File: config.mk
export PLATFORM = sky130hd
export DESIGN_NAME = store_rmw_unit
export DESIGN_NICKNAME = d
export VERILOG_FILES = /design/src/rtl/store_rmw_unit.sv
export SDC_FILE = /design/constraint.sdc
export NUM_CORES = 1
export LEC_CHECK = 0
export CORE_ASPECT_RATIO = 1.25
export CORE_UTILIZATION = 30
export CTS_CLUSTER_DIAMETER = 30
export DETAILED_ROUTE_END_ITERATION = 7
export GPL_ROUTABILITY_DRIVEN = 1
export PLACE_DENSITY = 0.59
export SYNTH_ARGS = -nofsm -noshare
export SYNTH_HDL_FRONTEND = slang
export SYNTH_SLANG_ARGS = --single-unit
export TNS_END_PERCENT = 10
File: constraint.sdc
create_clock -name clk -period 2.3 [get_ports clk]
set_input_delay 0.345 -clock clk [delete_from_list [all_inputs] [get_ports clk]]
set_output_delay 0.345 -clock clk [all_outputs]
set_load 0.02 [all_outputs]
File: src/rtl/store_rmw_unit.sv
// Store write path: sw writes the word directly, sh/sb read the aligned word,
// merge the target lane(s) and write the whole word back.
module store_rmw_unit #(
   parameter int READ_LAT = 1
) (
   input  logic        clk,
   input  logic        reset,
   input  logic        start,
   input  logic [1:0]  store_type,
   input  logic [31:0] addr,
   input  logic [31:0] wdata,
   output logic [31:0] mem_addr,
   output logic        mem_wr,
   output logic [31:0] mem_wdata,
   input  logic [31:0] mem_rdata,
   output logic        busy,
   output logic        done,
   output logic        err
);

   localparam logic [2:0] S_IDLE  = 3'd0;
   localparam logic [2:0] S_READ  = 3'd1;
   localparam logic [2:0] S_WAIT  = 3'd2;
   localparam logic [2:0] S_WRITE = 3'd3;
   localparam logic [2:0] S_DONE  = 3'd4;

   localparam logic [1:0] T_SW = 2'b00;
   localparam logic [1:0] T_SH = 2'b01;
   localparam logic [1:0] T_SB = 2'b10;

   localparam logic [1:0] CNT_INIT = 2'(READ_LAT - 1);

   logic [2:0]  state;
   logic [31:0] addr_q;
   logic [31:0] wdata_q;
   logic [31:0] rd_q;
   logic [1:0]  type_q;
   logic [1:0]  cnt;
   logic        err_q;
   logic        req_bad;
   logic [31:0] merged;

   // Legality is decided on the incoming request so a bad one goes straight to DONE.
   always_comb begin
      req_bad = (store_type == 2'b11)
              | ((store_type == T_SW) && (addr[1:0] != 2'b00))
              | ((store_type == T_SH) && addr[0]);
   end

   always_comb begin
      merged = rd_q;
      case (type_q)
         T_SH: begin
            if (addr_q[1]) merged[31:16] = wdata_q[15:0];
            else           merged[15:0]  = wdata_q[15:0];
         end
         T_SB: begin
            case (addr_q[1:0])
               2'd0:    merged[7:0]   = wdata_q[7:0];
               2'd1:    merged[15:8]  = wdata_q[7:0];
               2'd2:    merged[23:16] = wdata_q[7:0];
               default: merged[31:24] = wdata_q[7:0];
            endcase
         end
         default: ;
      endcase
   end

   always_ff @(posedge clk or negedge reset) begin
      if (!reset) begin
         state   <= S_IDLE;
         addr_q  <= '0;
         wdata_q <= '0;
         rd_q    <= '0;
         type_q  <= '0;
         cnt     <= '0;
         err_q   <= 1'b0;
      end else begin
         case (state)
            S_IDLE: begin
               if (start) begin
                  addr_q  <= addr;
                  wdata_q <= wdata;
                  type_q  <= store_type;
                  err_q   <= req_bad;
                  if (req_bad)                 state <= S_DONE;
                  else if (store_type == T_SW) state <= S_WRITE;
                  else                         state <= S_READ;
               end
            end
            S_READ: begin
               cnt   <= CNT_INIT;
               state <= S_WAIT;
            end
            S_WAIT: begin
               if (cnt == 2'd0) begin
                  rd_q  <= mem_rdata;
                  state <= S_WRITE;
               end else begin
                  cnt <= cnt - 2'd1;
               end
            end
            S_WRITE: state <= S_DONE;
            S_DONE:  state <= S_IDLE;
            default: state <= S_IDLE;
         endcase
      end
   end

   // Outputs decode the state register so reset clears them without waiting for a clock.
   assign mem_addr  = {addr_q[31:2], 2'b00};
   assign mem_wdata = (type_q == T_SW) ? wdata_q : merged;
   assign mem_wr    = (state == S_WRITE);
   assign busy      = (state != S_IDLE);
   assign done      = (state == S_DONE);
   assign err       = (state == S_DONE) && err_q;

endmodule

# After elaboration in Yosys (flattened, before gate mapping)
# Cells that the tools add are included.
# word_totals
ff_bits	104
word_cells	54
out_inout_bits	68
# classes
eq_ne	13
addsub	1
reduce_logical	16
muxes	15
bitwise_logic	2
# ops
operator	count
32-bit case mux with 2 select lines	1
16-bit two-way mux	2
32-bit two-way mux	1
8-bit two-way mux	4
3-bit case mux with 4 select lines	1
3-bit two-way mux	3
2-bit zero test	4
2-bit AND reduction	4
2-bit by 1-bit == test with 1-bit output, second input constant	3
2-bit == test, second input constant	3
3-bit by 2-bit == test with 1-bit output, second input constant	2
2-bit != test, second input constant	3
2-bit two-way mux	2
2-bit case mux with 2 select lines	1
2-bit nonzero test	2
3-bit by 1-bit == test with 1-bit output, second input constant	1
3-bit == test, second input constant	1
1-bit logical AND	3
3-bit zero test	1
3-bit nonzero test	1
3-bit OR reduction	1
1-bit bitwise OR	2
2-bit by 1-bit subtractor with 2-bit output, second input constant	1

# Logic depth before layout (Yosys ltp)
# depth
ltp_word	7
mapped_depth	7
ltp_nobuf	6

# Worst setup path after synthesis
# No wires, ideal clock.
# synth_path
kind	register to output
start	reg type_q[0]
end	out mem_wdata[24]
arrival_ns	1.744
stages_incl_launch_ff	8
required_time_ns	1.955
path_slack_ns	0.211
path_cell_list	dfrtp_1 inv_1 ha_1 inv_1 buf_4 nor2_4 o221ai_1 a41oi_1
# synth_between
elab_chain_len	3
elab_cells_between_ends	5
cone_classes	eq/ne: 2; mux: 2; reduce/logical: 1
# synth_lines
item	line_no	source
start: declaration	37	logic [1:0] type_q;
start signal: assignment	84	type_q <= store_type;
2-bit == test or 2-bit by 1-bit == test with 1-bit output (tied branches)	52	case (type_q)
32-bit case mux with 2 select lines	52	
32-bit two-way mux *	112	assign mem_wdata = (type_q == T_SW) ? wdata_q : merged;
end: declaration	14	output logic [31:0] mem_wdata,
# Every way passes the cells marked *; elsewhere a longest branch is shown, timed or not.

# Worst setup path after layout
# layout_path
start	reg type_q[1]
end	out mem_wdata[25]
# Same word-level chain as after synthesis.

==> impl_metrics.toml <==
[floorplanning]
initial_utilization = 0.3066
rows = 53
die_w_um = 119.1
die_area_um2 = 17680
pin_count = 169
core_um2 = 16780
die_h_um = 148.4

[status]
violations = "setup timing"
outcome = "complete, but fails checks"

[timing]
setup_ws_ns = -0.08446
rsz0062_at_grt = "yes"
period_needed_ns = 2.384
hold_viol_final = 0
hold_ws_ns = 0.4775
fmax_mhz = 419.4
slew_viol_final = 0
skew_ns = 0.007877
final.setup.tns_ns = -1.536
period_share = 1.037
setup_violations = 32

[flow_run]
drv_cap = 0

[final_layout]
final_common_cell = "nand2_1"
n_fill_cell = 1618
diodes = 0
stdcell_count = 924
final_cell_mix = "nand2_1 (193), clkdlybuf4s50_1 (133), dfrtp_1 (104)"
area_growth_pct = 46.68
fin_area_um2 = 7545
finalNetCount = 804
drive_gt1_frac = 0.2188

[synthesis]
ys_warn_count = 0
netlist_area_um2 = 5144
syn_avg_cell_area_um2 = 9.561
synth_seq_cells = 104
synth.distinct_cells = 42
synthDominantCellAreaShare = 0.5060
syn_inst = 538
synth_area_leaders = "dfrtp_1 (51%), nand2_1 (14%), mux2_2 (7.0%)"
yosysTopAreaCell = "dfrtp_1"
seq_area_frac_synth = 0.5060

[place]
dpl.hpwl_um = 11030
place.gp.congestion = 0.8734
placed_area_um2 = 7009
numPortBuffers = 166
dpl.cell_count = 899

[global_route]
grt_max_degree = 72
grt_pass1_vias = 4592
overflow = 0
antenna_found_initial = 0
track_usage = 0.1751
grt_pass1_wl_um = 23920

[pwr]
cellPowerDensity_nw_per_um2 = 1665
power_leakage_nw = 3.422
peakVddDrop_v = 0.0005078
p_total_mw = 12.56

[clock_network]
clock_latency_ns = 0.35
cts_inserted_buffers = 9
cts_tree = "done"
cts_max_path_buffers = 2
cts_root_buf = "clkbuf_16"
clock_sinks = 104
clkSlewWorstSetupHoldPaths_ns = 0.07
htreeDepth = 3

[detailed_routing]
vias_per_cell = 4.816
ant_nets = 0
drc = 0
highest_layer = "met4"
routed_wl_um = 15340
wl_met2_um = 7836
met1Wirelength_um = 6056
drt_pass1_iterations = 4
vias = 4450
avgRoutedWirePerCell_um = 16.60
wl_met3_um = 1093
drt-initial-drc-count = 189

[setup_path]
startpoint_type = "register"
worst_ep_arrival_time_ns = 2.04
reg2reg_slack_ns = 0.62
critPathKind = "reg2out"
crit_fanout = 4
required_ns = 1.96
worstSetupEndpointType = "output port"

[hold_path]
hp-class = "reg2reg"
==> worst max-delay path, cell delays in order, from the launching register on <==
cell	delay, ns
dfrtp_1	0.38
inv_2	0.09
ha_4	0.29
inv_4	0.04
buf_6	0.12
nor2_4	0.14
buf_6	0.14
o221ai_2	0.11
a41oi_2	0.23
buf_6	0.15
==> state kept, by name, summed over array words and instances (netlist names) <==
| register | count |
|---|---|
| rd_q | 32 |
| state | 3 |
| addr_q | 32 |
| cnt | 2 |
| wdata_q | 32 |
| err_q | 1 |
| type_q | 2 |
==> final cells by class <==
type / instances / area, um2 / share of cell area
clock inverter: 4 / 36.28 / 0.004809
sequential: 104 / 2603 / 0.3449
multi-input combinational: 363 / 2273 / 0.3013
clock buffer: 12 / 256.5 / 0.03400
tap: 220 / 275.3 / 0.03648
inverter: 13 / 55.05 / 0.007297
timing repair buffer: 208 / 2046 / 0.2711
==> cell usage after synthesis (all sizes together) <==
library cell / instances
o22ai: 2
a221o: 8
a21oi: 10
inv: 13
a21boi: 1
nand2b: 3
clkbuf: 10
nor4: 3
conb: 1
nor3: 3
a31oi: 1
ha: 4
a41oi: 8
o311ai: 1
a32oi: 2
nor2: 12
mux2: 32
buf: 49
o221ai: 7
o32ai: 1
a211oi: 1
and3: 1
o21a: 1
nor2b: 2
nand3: 7
a22o: 17
nand4: 6
and2: 11
nor3b: 1
o31ai: 3
o21ai: 9
a21o: 9
nand2: 195
dfrtp: 104
==> what timing repair did <==
item / in CTS / in global routing
gates resized for setup: 163 / 32
hold buffers: 1 / 0
endpoints found under the setup margin: 32 / 32
buffers inserted: 4 / 6
gates cloned: 0 / 0
endpoints found under the hold margin: 31 / 0
pin swaps: 21 / 22
==> stage by stage <==
step / setup slack (ns) / util
after floorplan: 0.2110 / -
after global placement: -0.2695 / 0.4178
after detailed placement: -0.3855 / 0.4178
after CTS: -0.08217 / 0.4384
after global routing: -0.1730 / 0.4497
final: -0.08446 / 0.4497
==> worst paths after layout <==
| check | cells after the start | endpoint | start |
|---|---|---|---|
| max in group asynchronous | 3 | cnt[0] | reset |
| max reg2reg | 5 | rd_q[2] | cnt[1] |
| min | 2 | addr_q[10] | addr_q[10] |
| max | 9 | mem_wdata[25] | type_q[1] |
| min in group asynchronous | 2 | wdata_q[16] | reset |
| min reg2reg | 2 | addr_q[10] | addr_q[10] |
==> where the power goes <==
part	internal [mW]	switching, mW
Sequential	2.72	0.765
Combinational	3.61	3.96
Clock	0.808	0.703
Total	7.14	5.43
==> kinds of logic after synthesis <==
logic type / after synthesis / synth area share
and+or+nand+nor: 244 / 0.2038
DFF: 104 / 0.5060
AOI/OAI and AO/OA: 81 / 0.1245
buffers and inverters: 72 / 0.08514
muxes: 32 / 0.07006
adders and majority gates: 4 / 0.009730
other: 1 / 0.0007290
==> per-layer routing <==
layer,global-route usage,up-vias
met5,0,-
met4,0.06709,0
met3,0.04870,20
met2,0.3105,165
met1,0.1987,2156
li1,-,2109
(Power assumes the default switching activity.)
